## src/rtl/tristate_bus_arbiter.sv

```systemverilog
// Direction controller for a shared bidirectional tristate link between
// side A and side B. It grants the bus to one side at a time and inserts
// turnaround cycles, with both driver enables low, on every ownership change.
module tristate_bus_arbiter #(
    parameter int unsigned TURN_CYCLES = 2,
    parameter int unsigned MAX_HOLD    = 8,
    parameter int unsigned CNT_W       = 4
) (
    input  logic clk,
    input  logic rst,
    input  logic req_a,
    input  logic req_b,
    output logic gnt_a,
    output logic gnt_b,
    output logic oe_a,
    output logic oe_b,
    output logic ctrl,
    output logic turn,
    output logic busy
);

    typedef enum logic [1:0] {
        IDLE  = 2'd0,
        GNT_A = 2'd1,
        GNT_B = 2'd2,
        TURN  = 2'd3
    } state_t;

    // Side encoding matches ctrl: 1 = A drives, 0 = B drives.
    localparam logic SIDE_A = 1'b1;
    localparam logic SIDE_B = 1'b0;

    localparam logic [CNT_W-1:0] TURN_LOAD = CNT_W'(TURN_CYCLES);
    localparam logic [CNT_W-1:0] HOLD_MAX  = CNT_W'(MAX_HOLD);
    localparam logic [CNT_W-1:0] CNT_ONE   = CNT_W'(1);

    state_t           state;
    logic             last_owner;
    logic             pending;
    logic [CNT_W-1:0] turn_cnt;
    logic [CNT_W-1:0] hold_cnt;

    logic req_last_c;
    logic req_other_c;
    logic req_pend_c;

    // Requests viewed relative to the last owner and to the pending target.
    always_comb begin
        req_last_c  = (last_owner == SIDE_A) ? req_a : req_b;
        req_other_c = (last_owner == SIDE_A) ? req_b : req_a;
        req_pend_c  = (pending == SIDE_A) ? req_a : req_b;
    end

    // Arbitration state machine; every output is registered alongside the state.
    always_ff @(posedge clk) begin
        if (rst) begin
            state      <= IDLE;
            last_owner <= SIDE_B;
            pending    <= SIDE_B;
            turn_cnt   <= '0;
            hold_cnt   <= '0;
            gnt_a      <= 1'b0;
            gnt_b      <= 1'b0;
            oe_a       <= 1'b0;
            oe_b       <= 1'b0;
            ctrl       <= 1'b0;
            turn       <= 1'b0;
            busy       <= 1'b0;
        end else begin
            gnt_a <= 1'b0;
            gnt_b <= 1'b0;
            oe_a  <= 1'b0;
            oe_b  <= 1'b0;
            turn  <= 1'b0;
            busy  <= 1'b0;

            case (state)
                IDLE: begin
                    // Round-robin: the non-last-owner wins whenever it asks.
                    if (req_other_c) begin
                        state    <= TURN;
                        pending  <= ~last_owner;
                        turn_cnt <= TURN_LOAD;
                        turn     <= 1'b1;
                        busy     <= 1'b1;
                    end else if (req_last_c) begin
                        // Same side as before: no turnaround, ctrl already correct.
                        state    <= (last_owner == SIDE_A) ? GNT_A : GNT_B;
                        hold_cnt <= '0;
                        gnt_a    <= (last_owner == SIDE_A);
                        oe_a     <= (last_owner == SIDE_A);
                        gnt_b    <= (last_owner == SIDE_B);
                        oe_b     <= (last_owner == SIDE_B);
                        busy     <= 1'b1;
                    end
                end

                GNT_A: begin
                    if (!req_a || (req_b && (hold_cnt == HOLD_MAX))) begin
                        if (req_b) begin
                            state    <= TURN;
                            pending  <= SIDE_B;
                            turn_cnt <= TURN_LOAD;
                            turn     <= 1'b1;
                            busy     <= 1'b1;
                        end else begin
                            state <= IDLE;
                        end
                    end else begin
                        gnt_a <= 1'b1;
                        oe_a  <= 1'b1;
                        busy  <= 1'b1;
                        // Hold budget only runs while the other side is waiting.
                        if (!req_b) begin
                            hold_cnt <= '0;
                        end else if (hold_cnt != HOLD_MAX) begin
                            hold_cnt <= hold_cnt + CNT_ONE;
                        end
                    end
                end

                GNT_B: begin
                    if (!req_b || (req_a && (hold_cnt == HOLD_MAX))) begin
                        if (req_a) begin
                            state    <= TURN;
                            pending  <= SIDE_A;
                            turn_cnt <= TURN_LOAD;
                            turn     <= 1'b1;
                            busy     <= 1'b1;
                        end else begin
                            state <= IDLE;
                        end
                    end else begin
                        gnt_b <= 1'b1;
                        oe_b  <= 1'b1;
                        busy  <= 1'b1;
                        if (!req_a) begin
                            hold_cnt <= '0;
                        end else if (hold_cnt != HOLD_MAX) begin
                            hold_cnt <= hold_cnt + CNT_ONE;
                        end
                    end
                end

                TURN: begin
                    if (turn_cnt <= CNT_ONE) begin
                        turn_cnt <= '0;
                        // Last dead cycle: hand over only if the target still wants it.
                        if (req_pend_c) begin
                            state      <= (pending == SIDE_A) ? GNT_A : GNT_B;
                            hold_cnt   <= '0;
                            last_owner <= pending;
                            ctrl       <= pending;
                            gnt_a      <= (pending == SIDE_A);
                            oe_a       <= (pending == SIDE_A);
                            gnt_b      <= (pending == SIDE_B);
                            oe_b       <= (pending == SIDE_B);
                            busy       <= 1'b1;
                        end else begin
                            state <= IDLE;
                        end
                    end else begin
                        turn_cnt <= turn_cnt - CNT_ONE;
                        turn     <= 1'b1;
                        busy     <= 1'b1;
                    end
                end

                default: begin
                    state <= IDLE;
                end
            endcase
        end
    end

endmodule

```

## config.mk

```make
export PLATFORM = sky130hd
export DESIGN_NAME = tristate_bus_arbiter
export DESIGN_NICKNAME = d
export VERILOG_FILES = /design/src/rtl/tristate_bus_arbiter.sv
export SDC_FILE = /design/constraint.sdc
export NUM_CORES = 1
export LEC_CHECK = 0
export CAP_MARGIN = 20
export CORE_UTILIZATION = 25
export DETAILED_ROUTE_END_ITERATION = 6
export PLACE_DENSITY_LB_ADDON = 0.25
export SLEW_MARGIN = 0
export SYNTH_ARGS = -nofsm -noshare
export SYNTH_HDL_FRONTEND = slang
export SYNTH_SLANG_ARGS = --single-unit
```

## constraint.sdc

```tcl
create_clock -name clk -period 3.4 [get_ports clk]
set_clock_uncertainty 0.15 [all_clocks]
set_input_delay 0.68 -clock clk [delete_from_list [all_inputs] [get_ports clk]]
set_output_delay 0.68 -clock clk [all_outputs]
set_load 0.01 [all_outputs]
```

==> results of run 1 <==
worst paths after layout:
kind / end / cells after the start / from
worst max-delay path: hold_cnt[2] / 6 / req_b
worst min register to register: hold_cnt[1] / 2 / hold_cnt[1]
worst min-delay path: hold_cnt[1] / 2 / hold_cnt[1]
worst max register to register: hold_cnt[2] / 6 / state[1]
Yosys cell counts (2+ instances only):
master / count
nand2b_1: 2
inv_1: 12
a21oi_1: 4
nor2_1: 8
a31oi_1: 2
o21ai_1: 5
buf_2: 2
a311oi_1: 2
dfxtp_1: 16
mux2i_1: 4
o32ai_1: 2
nor3b_1: 3
nand3_1: 4
o21ai_0: 4
nor4_1: 3
a32o_1: 4
o31ai_1: 3
clkbuf_1: 5
buf_4: 3
nand2_1: 9
o211ai_1: 2
nor3_1: 6
a221oi_1: 2
ha_1: 9
and3_1: 3
layout by cell type, fill, tap and decap left out, types with 2 or more instances in the layout:
cell / instances
a21oi_1: 4
a221oi_1: 2
a311oi_1: 2
a31oi_1: 2
a32o_1: 4
and3_1: 3
buf_4: 2
clkbuf_8: 4
clkdlybuf4s50_1: 10
dfxtp_1: 16
ha_1: 9
inv_1: 12
mux2i_1: 4
nand2_1: 9
nand2b_1: 2
nand3_1: 4
nor2_1: 8
nor3_1: 6
nor3b_1: 3
nor4_1: 3
o211ai_1: 2
o21ai_0: 4
o21ai_1: 5
o31ai_1: 3
o32ai_1: 2
registers in the layout (all words and copies together), names as in the netlist:
register / count
pending: 1
busy: 1
state: 2
oe_b: 1
oe_a: 1
turn_cnt: 4
turn: 1
last_owner: 1
hold_cnt: 4
metal layers:
metal,track usage [%],wire length (um),vias up
li1,-,-,510
met4,4.535,53,0
met5,0,0,-
met3,2.616,100,6
met1,14.48,1150,469
met2,18.99,1260,31
cell type report:
class / instances / area (sq um) / share of cell area (%)
sequential: 16 / 320.3 / 24.54
clock buffer: 4 / 55.05 / 4.219
timing repair buffer: 12 / 115.1 / 8.821
tap: 52 / 65.06 / 4.986
multi-input combinational: 96 / 704.4 / 53.98
inverter: 12 / 45.04 / 3.452
stage by stage:
step | cells | worst slack [ps]
after floorplan | 135 | 1392
after global placement | 188 | 431.9
after detailed placement | 188 | 382.6
after CTS | 192 | 655.9
after global routing | 192 | 523.0
final | 192 | 632.9
power by group:
part / internal [mW] / total [mW] / switching [mW]
Sequential: 0.227 / 0.264 / 0.0376
Combinational: 0.220 / 0.503 / 0.283
Clock: 0.103 / 0.170 / 0.0672
Total: 0.549 / 0.937 / 0.388
cell families (layout without fill, tap and decap cells):
kind of cell / after synthesis / count (layout) / synth area share (%)
AND/OR/NAND/NOR: 44 / 44 / 20.33
AO/OA/AOI/OAI: 39 / 39 / 28.40
buffers and inverters: 23 / 28 / 9.502
flip-flops: 16 / 16 / 28.29
adder cells (fa/ha/maj): 9 / 9 / 9.945
multiplexers: 4 / 4 / 3.536
worst reg2reg max path, cell delays in order (launching register included):
cell	delay [ps]
dfxtp_1	410
inv_1	90
ha_1	310
a21boi_1	200
a2111oi_4	480
o21ai_1	120
a32o_1	270
==> results_dict.tcl, run 1 <==
set metrics [dict create \
    status "finished, final reports clean" \
    ys.flop_type "dfxtp_1" \
    die_x_um 69.30 \
    tritoncts "done" \
    cpPeakStageDelay_ps 780 \
    wl_mm 2.564 \
    synthTopCellsByArea "dfxtp_1 28%, ha_1 9.9%, inv_1 4.0%" \
    synth.avg_cell_area_sq_um 8.388 \
    path_class "in2reg" \
    ant_nets 0 \
    cts_buffer_depth 2 \
    hold_viol 0 \
    gp_congestion 0.8365 \
    cts.repair.resized 0 \
    diodes 0 \
    core_area_sq_mm 0.004354 \
    via_count 1016 \
    final_cell_area_sq_mm 0.001305 \
    viasPerCell 5.292 \
    critPathBufInv 1 \
    cp_cell_sequence "clkdlybuf4s50_1, mux2i_1, o41a_1, a2111oi_4, o21ai_1, a32o_1" \
    timing.fmax_mhz 361.4 \
    grt_pass1_vias 956 \
    power_density_mw_per_mm2 717.8 \
    synthDistinctLibCells 41 \
    worst_slew_pin_slew_ps 763.1 \
    cts_buffers 3 \
    finalCriticalPeriod_ps 2767 \
    start_kind "primary input" \
    firstDrtPassIters 4 \
    drc 0 \
    synth_area_sq_mm 0.001132 \
    die-area_sq_mm 0.004802 \
    fin_crit_sh_pct 81.39 \
    path_clk_slew_ps 70 \
    io_pins 11 \
    drv_cap 0 \
    finalSetupTns_ps 0 \
    routedWlPerCell_um 13.35 \
    grt_setup_unrepaired "no" \
    ys_async_sr_fraction_pct 0 \
    power_mw 0.9367 \
    crit_family "compound AO/OA/AOI/OAI gates" \
    end_kind "register" \
    setup_viol 0 \
    whs_ps 374.2 \
    slowest_stage "clkdlybuf4s50_1" \
    fillCellCount 457 \
    worstPathMaxFanout 16 \
    antenna_found_initial 0 \
    grt_overflow_total 0 \
    synth_edf_count 0 \
    clk_latency_ps 250 \
    dieHeight_um 69.30 \
    timing.slew.headroom_pct 48.69 \
    drt_iter0_drc 72 \
    synthCells 135 \
    grt_pass1_wl_mm 4.505 \
    ctsRootBufferMaster "clkbuf_8" \
    fin_util_pct 29.97 \
    synth_top_area_share_pct 28.29 \
    dpl-instance-area_sq_mm 0.001250 \
    synth.net_count 148 \
    r2r_setup_slack_ps 1250 \
    ys_ff_latch 16 \
    clkSinkCount 16 \
    ys_seq_area_share_pct 28.29 \
    cts_setup_buffers 0 \
    grt_start_max_net_pins 19 \
    yosysWarnings 0 \
    slew_violations 0 \
    arrival_ps 2760 \
    syn2layout_area_growth_pct 15.25 \
    fin_nets 154 \
    htree_num_levels 1 \
    ir_drop_v 0.0001788 \
    postCtsHoldBufs 0 \
    synth_top_cell_by_area "dfxtp_1" \
    required_ps 3390 \
    hp-class "reg2reg" \
    rows 24 \
    grt_use_total_pct 11.52 \
    drive_above_1_share_pct 6.429 \
    portBuffers 10 \
    start_util_pct 26.01 \
    p_leak_nw 0.4936 \
    dpl.hpwl_mm 1.936 \
]
Power figures use the tool's default switching activity.
==> run 2: changes to the inputs <==
==> constraint.sdc (replaced) <==
create_clock -name clk -period 2.65 [get_ports clk]
set_clock_uncertainty 0.15 [all_clocks]
set_input_delay 0.53 -clock clk [delete_from_list [all_inputs] [get_ports clk]]
set_output_delay 0.53 -clock clk [all_outputs]
set_load 0.01 [all_outputs]
==> run 2 against run 1 <==
Net effect:
- hold slack got worse by 17 ps
- non-clock buffer count increased by 7
- utilization increased by 1.5 points
- sequential share of layout area decreased by 1.2 points
- via count increased by 2.2%
- clock power increased by 26%
- die area unchanged
- final cell count increased by 3.6%
- sequential power increased by 28%
- register-to-register slack got worse by 790 ps
- global-route usage increased by 0.77 points
- critical path type unchanged
- largest cell class unchanged
==> results_dict.tcl, run 2 (synthesis gave the netlist of run 1 again) <==
set metrics [dict create \
    via_count 1038 \
    start_kind "primary input" \
    grt_setup_unrepaired "no" \
    whs_ps 356.9 \
    drt_iter0_drc 71 \
    ant_nets 0 \
    ctsRootBufferMaster "clkbuf_8" \
    arrival_ps 2350 \
    start_util_pct 26.01 \
    holdPathStages 2 \
    r2r_start "state[0]" \
    grt_util_met1_pct 13.79 \
    htree_num_levels 1 \
    timing.slew.headroom_pct 55.37 \
    critPathBufInv 3 \
    hp-class "reg2reg" \
    final_cell_mix "16 x dfxtp_1, 12 x inv_1, 10 x clkdlybuf4s50_1" \
    portBuffers 10 \
    syn2layout_area_growth_pct 20.99 \
    fillCellCount 459 \
    drive_above_1_share_pct 10.88 \
    drc 0 \
    worstSetupStartpoint "req_a" \
    setup_viol 0 \
    hold_path.startpoint "hold_cnt[1]" \
    tritoncts "done" \
    grt_start_max_net_pins 14 \
    gp_congestion 0.8942 \
    dieHeight_um 69.30 \
    timing.fmax_mhz 424.0 \
    grt_pass1_wl_mm 4.657 \
    end_kind "register" \
    slew_violations 0 \
    fin_crit_sh_pct 89.00 \
    core_area_sq_mm 0.004354 \
    worst_slew_pin_slew_ps 663.7 \
    grt_use_total_pct 12.29 \
    hold_viol 0 \
    power_density_mw_per_mm2 907.5 \
    cts_buffer_depth 2 \
    cp_cell_sequence "clkdlybuf4s50_1, buf_12, nor2_1, a221oi_1, buf_4, a2111oi_4, o21ai_1, a32o_1" \
    antenna_found_initial 0 \
    reg2reg_depth 8 \
    path_clk_slew_ps 60 \
    grt_overflow_total 0 \
    slowest_stage "clkdlybuf4s50_1" \
    final_common_cell "dfxtp_1" \
    routedWlPerCell_um 13.73 \
    fin_nets 161 \
    clk_latency_ps 250 \
    viasPerCell 5.216 \
    ir_drop_v 0.0003161 \
    cts_buffers 3 \
    path_depth 8 \
    grt_pass1_vias 1013 \
    worstPathMaxFanout 8 \
    finalCriticalPeriod_ps 2358 \
    grt_busiest_layer "met2" \
    crit_family "compound AO/OA/AOI/OAI gates" \
    status "finished, final reports clean" \
    p_leak_nw 0.5313 \
    io_pins 11 \
    globalRouteMet2Util_pct 21.90 \
    cts_setup_buffers 0 \
    gr-usage-met3_pct 2.616 \
    diodes 0 \
    die_x_um 69.30 \
    required_ps 2640 \
    drv_cap 0 \
    cpPeakStageDelay_ps 510 \
    finalSetupTns_ps 0 \
    dpl.hpwl_mm 2.165 \
    wl_mm 2.733 \
    clkSinkCount 16 \
    die-area_sq_mm 0.004802 \
    postCtsHoldBufs 0 \
    reg_top3 "hold_cnt: 4 flops, turn_cnt: 4 flops, state: 2 flops" \
    cts.repair.resized 0 \
    rows 24 \
    firstDrtPassIters 4 \
    path_class "in2reg" \
]
run 2: layer usage:
metal | share of wire (%) | wire length [um] | vias to the layer above
li1 | - | - | 525
met1 | 44 | 1201 | 475
met2 | 49 | 1350 | 30
met3 | 3.7 | 101 | 8
met4 | 2.9 | 80 | 0
met5 | 0 | 0 | -
run 2: final timing paths:
path,slack (ps),endpoint
worst min register to register,360,hold_cnt[1]
worst min-delay path,360,hold_cnt[1]
worst max register to register,460,hold_cnt[2]
worst max-delay path,290,hold_cnt[2]
run 2: area by class of cell:
cell class | count | area (sq um) | area share [%]
Clock buffer | 4 | 55.05 | 4.018
Tap cell | 52 | 65.06 | 4.749
Sequential cell | 16 | 320.3 | 23.38
Multi-Input combinational cell | 96 | 704.4 | 51.42
Inverter | 12 | 45.04 | 3.288
Timing Repair Buffer | 19 | 180.2 | 13.15
run 2: worst min-delay path, cell delays in order (launching register included):
cell and delay [ps]:
dfxtp_1 330, nand2b_1 70, a21oi_1 50
run 2: report_power, final:
| group | switching (mW) | internal (mW) | leakage, nW |
|---|---|---|---|
| Sequential | 0.0487 | 0.291 | 0.131 |
| Clock | 0.0832 | 0.132 | 0.0288 |
| Combinational | 0.378 | 0.311 | 0.372 |
run 2: per-stage QoR:
stage                     total power, mW  cells  util [%]  setup WS, ps  cell area (sq um)
after floorplan                    0.8254    135         -         646.1               1132
after global placement              1.031    195     30.20         73.60               1315
after detailed placement            1.038    195     30.20         13.29               1315
after CTS                           1.259    199     31.47         287.3               1370
after global routing                1.347    199     31.47         184.0               1370
final                               1.243    199     31.47         291.6               1370
